[config.mk]
export PLATFORM = sky130hd
export DESIGN_NAME = uart_rx_oversample
export DESIGN_NICKNAME = d
export VERILOG_FILES = /design/src/rtl/uart_pkg.sv /design/src/rtl/sync_2ff.sv /design/src/rtl/uart_rx_oversample.sv
export SDC_FILE = /design/constraint.sdc
export NUM_CORES = 1
export LEC_CHECK = 0
export CAP_MARGIN = 10
export CORE_ASPECT_RATIO = 0.9
export CORE_MARGIN = 5
export CORE_UTILIZATION = 40
export DETAILED_ROUTE_END_ITERATION = 16
export GPL_TIMING_DRIVEN = 1
export PLACE_DENSITY_LB_ADDON = 0.12
export SYNTH_ARGS = -nofsm -noshare
export SYNTH_HDL_FRONTEND = slang
export SYNTH_SLANG_ARGS = --single-unit
[constraint.sdc]
create_clock -name clk -period 4.7 [get_ports clk]
set_clock_uncertainty 0.1 [all_clocks]
set_input_delay 0.94 -clock clk [delete_from_list [all_inputs] [get_ports clk]]
set_output_delay 0.94 -clock clk [all_outputs]
set_load 0.02 [all_outputs]
[src/rtl/uart_pkg.sv]
// Shared UART definitions: receiver state encoding and oversampling constants.
package uart_pkg;

  typedef enum logic [2:0] {
    IDLE,
    START,
    DATA,
    PARITY,
    STOP
  } rx_state_t;

  localparam int unsigned OVERSAMPLE = 16;
  localparam int unsigned MID_TICK   = 7;

endpackage

[src/rtl/sync_2ff.sv]
// Generic two-flop synchroniser for a single asynchronous level signal.
module sync_2ff #(
  parameter logic RESET_VAL = 1'b0
) (
  input  logic clk,
  input  logic reset,
  input  logic d,
  output logic q
);

  logic meta;

  // Two back-to-back flops; reset value lets the caller pick the idle level.
  always_ff @(posedge clk or posedge reset) begin
    if (reset) begin
      meta <= RESET_VAL;
      q    <= RESET_VAL;
    end else begin
      meta <= d;
      q    <= meta;
    end
  end

endmodule

[src/rtl/uart_rx_oversample.sv]
// UART receiver driven by a 16x oversampling strobe; LSB-first, optional parity.
module uart_rx_oversample
  import uart_pkg::*;
#(
  parameter int unsigned DBIT       = 8,
  parameter int unsigned SB_TICK    = 16,
  parameter int unsigned PARITY_EN  = 0,
  parameter int unsigned PARITY_ODD = 0
) (
  input  logic            clk,
  input  logic            reset,
  input  logic            rx,
  input  logic            s_tick,
  output logic [DBIT-1:0] dout,
  output logic            rx_done_tick,
  output logic            frame_err,
  output logic            parity_err,
  output logic            busy
);

  localparam int unsigned SW = ($clog2(SB_TICK) < 4) ? 4 : $clog2(SB_TICK);
  localparam int unsigned NW = ($clog2(DBIT) < 1) ? 1 : $clog2(DBIT);

  localparam logic [SW-1:0] S_MID  = SW'(MID_TICK);
  localparam logic [SW-1:0] S_BIT  = SW'(OVERSAMPLE - 1);
  localparam logic [SW-1:0] S_STOP = SW'(SB_TICK - 1);
  localparam logic [NW-1:0] N_LAST = NW'(DBIT - 1);
  localparam logic          P_EN   = (PARITY_EN != 0);
  localparam logic          P_ODD  = (PARITY_ODD != 0);

  rx_state_t        state_q, state_d;
  logic [SW-1:0]    s_q, s_d;
  logic [NW-1:0]    n_q, n_d;
  logic [DBIT-1:0]  b_q, b_d;
  logic             p_q, p_d;
  logic [DBIT-1:0]  dout_d;
  logic             frame_err_d;
  logic             parity_err_d;
  logic             done_d;
  logic             rx_s;

  // Bring the serial line into the clk domain; idle-high reset value.
  sync_2ff #(
    .RESET_VAL (1'b1)
  ) u_rx_sync (
    .clk   (clk),
    .reset (reset),
    .d     (rx),
    .q     (rx_s)
  );

  // State, counters, shift register and registered outputs.
  always_ff @(posedge clk or posedge reset) begin
    if (reset) begin
      state_q      <= IDLE;
      s_q          <= '0;
      n_q          <= '0;
      b_q          <= '0;
      p_q          <= 1'b0;
      dout         <= '0;
      frame_err    <= 1'b0;
      parity_err   <= 1'b0;
      rx_done_tick <= 1'b0;
      busy         <= 1'b0;
    end else begin
      state_q      <= state_d;
      s_q          <= s_d;
      n_q          <= n_d;
      b_q          <= b_d;
      p_q          <= p_d;
      dout         <= dout_d;
      frame_err    <= frame_err_d;
      parity_err   <= parity_err_d;
      rx_done_tick <= done_d;
      busy         <= (state_d != IDLE);
    end
  end

  // Next-state logic: everything except start detection waits for s_tick.
  always_comb begin
    state_d      = state_q;
    s_d          = s_q;
    n_d          = n_q;
    b_d          = b_q;
    p_d          = p_q;
    dout_d       = dout;
    frame_err_d  = frame_err;
    parity_err_d = parity_err;
    done_d       = 1'b0;

    unique case (state_q)
      IDLE: begin
        if (!rx_s) begin
          state_d = START;
          s_d     = '0;
        end
      end

      START: begin
        if (s_tick) begin
          if (s_q == S_MID) begin
            if (!rx_s) begin
              state_d = DATA;
              s_d     = '0;
              n_d     = '0;
            end else begin
              state_d = IDLE;
            end
          end else begin
            s_d = s_q + SW'(1);
          end
        end
      end

      DATA: begin
        if (s_tick) begin
          if (s_q == S_BIT) begin
            s_d = '0;
            b_d = {rx_s, b_q[DBIT-1:1]};
            if (n_q == N_LAST) begin
              state_d = P_EN ? PARITY : STOP;
            end else begin
              n_d = n_q + NW'(1);
            end
          end else begin
            s_d = s_q + SW'(1);
          end
        end
      end

      PARITY: begin
        if (s_tick) begin
          if (s_q == S_BIT) begin
            p_d     = rx_s;
            s_d     = '0;
            state_d = STOP;
          end else begin
            s_d = s_q + SW'(1);
          end
        end
      end

      STOP: begin
        if (s_tick) begin
          if (s_q == S_STOP) begin
            dout_d       = b_q;
            frame_err_d  = ~rx_s;
            parity_err_d = P_EN & ((^b_q) ^ p_q ^ P_ODD);
            done_d       = 1'b1;
            state_d      = IDLE;
          end else begin
            s_d = s_q + SW'(1);
          end
        end
      end

      default: begin
        state_d = IDLE;
      end
    endcase
  end

endmodule
==> impl_metrics.csv, run 1 <==
group,metric,value,unit
synthesis,yosysSeqAreaShare,53.0,%
grt,grt_pass1_wl,4280,um
cts,h-tree-depth,2,
cts,numCtsBuffers,5,
synthesis,synth_edf_count,0,
detailed_routing,drt_iter0_drc,39,
timing,setup_ws,2.12,ns
cts,postCtsHoldBufs,0,
place,dp_hpwl,1760,um
power,vdd_drop_max,0.233,mV
synthesis,synthTopCellsByArea,"dfrtp_1 (49%), mux2_4 (8.2%), mux2_2 (7.7%), dfstp_2 (3.6%), ha_1 (2.6%)",
timing,slew_viol_final,0,
setup_path,regToRegSetupSlack,2.57,ns
synthesis,synth_area,1470,um^2
setup_path,startpoint,"s_tick",
cts,ctsResizeCount,0,
synthesis,syn-num-nets,121,
cts,cts_max_path_buffers,2,
setup_path,cp_data_arrival_time,2.63,ns
grt,grt_util_all_layers,11.3,%
grt,grt.overflow.total,0,
synthesis,async_flop_share,100,%
run,max_cap_viol_count,0,
timing,finalHoldViolCount,0,
timing,period_share,54.8,%
floorplanning,row_count,20,
setup_path,crit_path_end_kind,"flop",
grt,grt_pass1_vias,900,
status,status,"finished, final reports clean",
setup_path,crit_fanout,8,
detailed_routing,routed_wl,2420,um
synthesis,synth_cells,114,
place,dpl.cell_count,167,
timing,fin_tns_setup,0,ns
final_layout,final_area,1750,um^2
place,dpl_cell_area,1630,um^2
detailed_routing,wl_per_cell,13.8,um
cts,clock_sinks,31,
final_layout,drive_gt1_share,28.2,%
floorplanning,coreArea,3450,um^2
setup_path,crit_type,"input pin to flop",
hold_path,worst_hold_path.endpoint,"u_rx_sync.q$_DFF_PP1_",
final_layout,finish.utilization,50.7,%
synthesis,ys_seq_elements,31,
timing,fin_crit,2.58,ns
hold_path,min_from,"u_rx_sync.meta$_DFF_PP1_",
timing,final-setup-viol-count,0,
floorplanning,die_h,67.5,um
final_layout,nets,137,
power,powerDensity,455,nW/um^2
final_layout,area_delta_synth_final,19.1,%
power,leakage,0.820,nW
synthesis,synth.top_cell.area_share,49.4,%
floorplanning,start_util,42.5,%
grt,grt_max_degree,22,
grt,antenna_found_initial,0,
detailed_routing,drtAntennaViolNets,0,
floorplanning,dieWidth,73.9,um
synthesis,yosys_warnings,0,
synthesis,synth.distinct_cells,41,
timing,worstMarginPinSlew,0.780,ns
detailed_routing,drtPass1Iterations,4,
detailed_routing,via_count,919,
floorplanning,design.portCount,16,
setup_path,r2r_start,"s_q[0]$_DFFE_PP0P_",
cts,root_buffer,"clkbuf_8",
synthesis,syn_area_per_cell,12.9,um^2
detailed_routing,drc,0,
cts,clk-insertion-delay-late,0.28,ns
timing,rsz0062_at_grt,"no",
detailed_routing,via_per_inst,5.25,
setup_path,startpoint_type,"input pin",
timing,relSlewSlack,47.9,%
synthesis,synth_top_area_cell,"dfrtp_1",
timing,clock.fmax,388,MHz
place,gp_congestion,0.810,
synthesis,synth-main-ff-cell,"dfrtp_1",
cts,clkTransAtPathRegs,0.06,ns
cts,tritoncts,"done",
final_layout,final_common_cell,"dfrtp_1",
cts,post_cts_buffers,0,
hold_path,whs_path_depth,0,
place,port_buffers,14,
hold_path,hp-class,"flop to flop",
setup_path,cp.required,4.76,ns
floorplanning,die-area,4990,um^2
setup_path,r2r-end,"b_q[5]$_DFFE_PP0P_",
final_layout,final_cell_mix,"dfrtp_1 (29), clkdlybuf4s50_1 (14), mux2_2 (10), mux2_4 (8), clkbuf_8 (6)",
final_layout,antenna_cells,0,
final_layout,instances_no_fill,175,
setup_path,worst-r2r-cell-count,5,
place,preCtsSetupSlack,1.83,ns
==> state kept, by name, summed over array words and instances, names as in the netlist <==
register        count
u_rx_sync.meta      1
s_q                 4
n_q                 3
rx_done_tick        1
dout                8
busy                1
state_q             3
b_q                 8
u_rx_sync.q         1
frame_err           1
==> logic make-up after synthesis <==
kind of cell / synth area share (%)
flops: 53.0
compound gates: 9.62
buf+inv: 3.24
other cells: 0.255
xor+xnor: 1.79
simple gates: 13.7
fa+ha+maj: 2.56
mux: 15.8
==> worst max path at each step <==
| stage | endpoint | slack, ns | cells past startpoint |
|---|---|---|---|
| 3_3_place_gp | b_q[5]$_DFFE_PP0P_ | 1.86 | 4 |
| 6_report | b_q[5]$_DFFE_PP0P_ | 2.12 | 4 |
| 4_1_cts | b_q[5]$_DFFE_PP0P_ | 2.13 | 4 |
| 2_1_floorplan | b_q[0]$_DFFE_PP0P_ | 2.70 | 4 |
| 5_1_grt | b_q[5]$_DFFE_PP0P_ | 2.06 | 4 |
| 3_5_place_dp | b_q[6]$_DFFE_PP0P_ | 1.83 | 4 |
==> routing by layer <==
layer / GRT usage (%) / vias to the layer above / wire [um]
met2: 16.2 / 31 / 1070
met4: 4.07 / 0 / 4
li1: - / 440 / -
met3: 3.87 / 2 / 184
met1: 15.8 / 446 / 1150
met5: 0 / - / 0
==> through the flow <==
stage,hold WS [ns],power (mW)
floorplan,0.245,0.501
global placement,0.246,0.534
detailed placement,0.247,0.536
CTS,0.260,0.808
global route,0.267,0.849
finish,0.255,0.795
==> where the power goes <==
group | switching, mW | internal [mW] | total, mW | leakage, nW
clock | 0.0943 | 0.171 | 0.266 | 0.0612
combinational | 0.0856 | 0.0957 | 0.181 | 0.351
sequential | 0.0468 | 0.301 | 0.348 | 0.407
total | 0.227 | 0.568 | 0.795 | 0.820
==> cell usage after synthesis (all sizes together), types with 2 or more instances <==
cell type and n:
dfrtp 29, mux2 18, nor2 6, buf 5
nand2 5, a22o 4, nand3 4, ha 3
o21ai 3, xnor2 3, a21o 2, and3b 2
dfstp 2, inv 2, nand2b 2, nand3b 2
nor2b 2, o31ai 2
==> worst max-delay path: stages <==
cell and delay [ns]:
clkdlybuf4s50_1 0.63, nand2_4 0.11, or3_1 0.58, mux2_4 0.37
==> final cells by class <==
type | instances | area, um^2
clock buffer | 6 | 82.6
tap | 44 | 55.1
clock inverter | 2 | 35.0
sequential | 31 | 778
inverter | 2 | 7.51
timing repair buffer | 15 | 148
multi-input combinational | 75 | 643
fill | 312 | 1700
Power figures use the tool's default switching activity.
==> inputs of run 2 (changes only) <==
==> constraint.sdc (replaced) <==
create_clock -name clk -period 2.45 [get_ports clk]
set_clock_uncertainty 0.1 [all_clocks]
set_input_delay 0.49 -clock clk [delete_from_list [all_inputs] [get_ports clk]]
set_output_delay 0.49 -clock clk [all_outputs]
set_load 0.02 [all_outputs]
==> impl_metrics.csv, run 2 (synthesis gave the netlist of run 1 again) <==
group,metric,value,unit
final_layout,multiInputGateArea,643,um^2
hold_path,hp-class,"flop to flop",
cts,post_cts_buffers,0,
detailed_routing,drtPass1Iterations,4,
floorplanning,dieWidth,73.9,um
place,dpl.cell_count,170,
cts,h-tree-depth,2,
setup_path,slowest_stage,"or3_1",
cts,tritoncts,"done",
final_layout,ff_latch_area,778,um^2
grt,grt_pass1_vias,947,
floorplanning,design.portCount,16,
grt,antenna_found_initial,0,
setup_path,crit_path_end_kind,"flop",
setup_path,crit_fanout,8,
cts,clkTransAtPathRegs,0.06,ns
place,port_buffers,14,
final_layout,drive_gt1_share,29.9,%
status,status,"finished, final reports clean",
cts,clock_sinks,31,
setup_path,slowest_delay,0.56,ns
floorplanning,row_count,20,
detailed_routing,routed_wl,2520,um
final_layout,final_common_cell,"dfrtp_1",
power,leakage,0.837,nW
setup_path,crit_type,"flop to flop",
final_layout,fillers,297,
grt,grt_max_degree,32,
setup_path,crit_chain,"ha_1 > and3_4 > nand2_4 > or3_1 > mux2_4",
detailed_routing,drt_iter0_drc,37,
power,powerDensity,865,nW/um^2
floorplanning,coreArea,3450,um^2
detailed_routing,drc,0,
final_layout,top_regs,"b_q: 8 flops, dout: 8 flops, s_q: 4 flops",
timing,final-setup-viol-count,0,
cts,root_buffer,"clkbuf_8",
detailed_routing,via_count,920,
final_layout,nets,140,
final_layout,final_cell_mix,"dfrtp_1 (29), clkdlybuf4s50_1 (14), mux2_2 (10), mux2_4 (8), clkbuf_8 (6)",
timing,setup_ws,0.338,ns
final_layout,area_delta_synth_final,21.5,%
setup_path,cp_data_arrival_time,2.17,ns
run,max_cap_viol_count,0,
timing,rsz0062_at_grt,"no",
detailed_routing,wl_per_cell,14.2,um
timing,fin_crit,2.11,ns
setup_path,cp.required,2.51,ns
detailed_routing,via_per_inst,5.17,
grt,grt_pass1_wl,4360,um
cts,cts_max_path_buffers,2,
power,vdd_drop_max,0.535,mV
cts,ctsResizeCount,0,
final_layout,instances_no_fill,178,
place,dp_hpwl,1780,um
cts,postCtsHoldBufs,0,
timing,fin_tns_setup,0,ns
grt,grt.overflow.total,0,
place,gp_congestion,0.820,
grt,grt_util_all_layers,11.8,%
timing,period_share,86.2,%
timing,clock.fmax,473,MHz
final_layout,antenna_cells,0,
setup_path,startpoint_type,"flop",
floorplanning,die-area,4990,um^2
floorplanning,die_h,67.5,um
cts,numCtsBuffers,5,
timing,finalHoldViolCount,0,
cts,clk-insertion-delay-late,0.27,ns
timing,slew_viol_final,0,
floorplanning,start_util,42.5,%
detailed_routing,drtAntennaViolNets,0,
place,preCtsSetupSlack,0.0771,ns
-- run 2: through the flow --
step	hold slack, ns	area [um^2]	power, mW	util, %
floorplan	0.245	1470	0.960	-
global placement	0.246	1670	1.03	48.3
detailed placement	0.252	1670	1.05	48.3
CTS	0.261	1780	1.57	51.7
global route	0.268	1780	1.64	51.7
finish	0.258	1780	1.54	51.7
-- run 2: final cells by class --
| class | count | share of cell area (%) |
|---|---|---|
| inverters | 2 | 0.421 |
| repair buffers | 18 | 10.2 |
| flip-flops and latches | 31 | 43.6 |
| well taps | 44 | 3.09 |
| multi-input cells | 75 | 36.0 |
| clock buffers | 6 | 4.63 |
| clock inverters | 2 | 1.96 |
-- run 2: worst paths after layout --
path                                     startpoint                     to  slack (ns)  depth (start not counted)
min                        u_rx_sync.meta$_DFF_PP1_  u_rx_sync.q$_DFF_PP1_        0.26                          0
min reg2reg                u_rx_sync.meta$_DFF_PP1_  u_rx_sync.q$_DFF_PP1_        0.26                          0
max reg2reg                      s_q[0]$_DFFE_PP0P_     b_q[2]$_DFFE_PP0P_        0.34                          5
max                              s_q[0]$_DFFE_PP0P_     b_q[2]$_DFFE_PP0P_        0.34                          5
min in group asynchronous                     reset     s_q[0]$_DFFE_PP0P_        0.49                          3
max in group asynchronous                     reset  u_rx_sync.q$_DFF_PP1_        1.43                          3
-- run 2: worst max-delay path, delay by kind of cell (launching register included) --
family	cells	cell delay, ns
mux	1	0.37
simple gates	3	0.86
flops	1	0.39
fa+ha+maj	1	0.28
-- run 2: power breakdown --
part           leakage, nW  internal (mW)  total [mW]  switching, mW
clock               0.0612          0.329       0.507          0.178
combinational        0.369          0.192       0.363          0.171
sequential           0.407          0.578       0.674         0.0961
total                0.837           1.10        1.54          0.445
-- run 2: routing by layer --
layer / track usage [%] / part of all wire (%) / wire length, um / vias to the layer above
met3: 4.61 / 6.7 / 169 / 4
met2: 17.4 / 45 / 1120 / 26
met4: 5.66 / 1.3 / 32 / 0
met1: 15.2 / 47 / 1190 / 441
met5: 0 / 0 / 0 / -
li1: - / - / - / 449
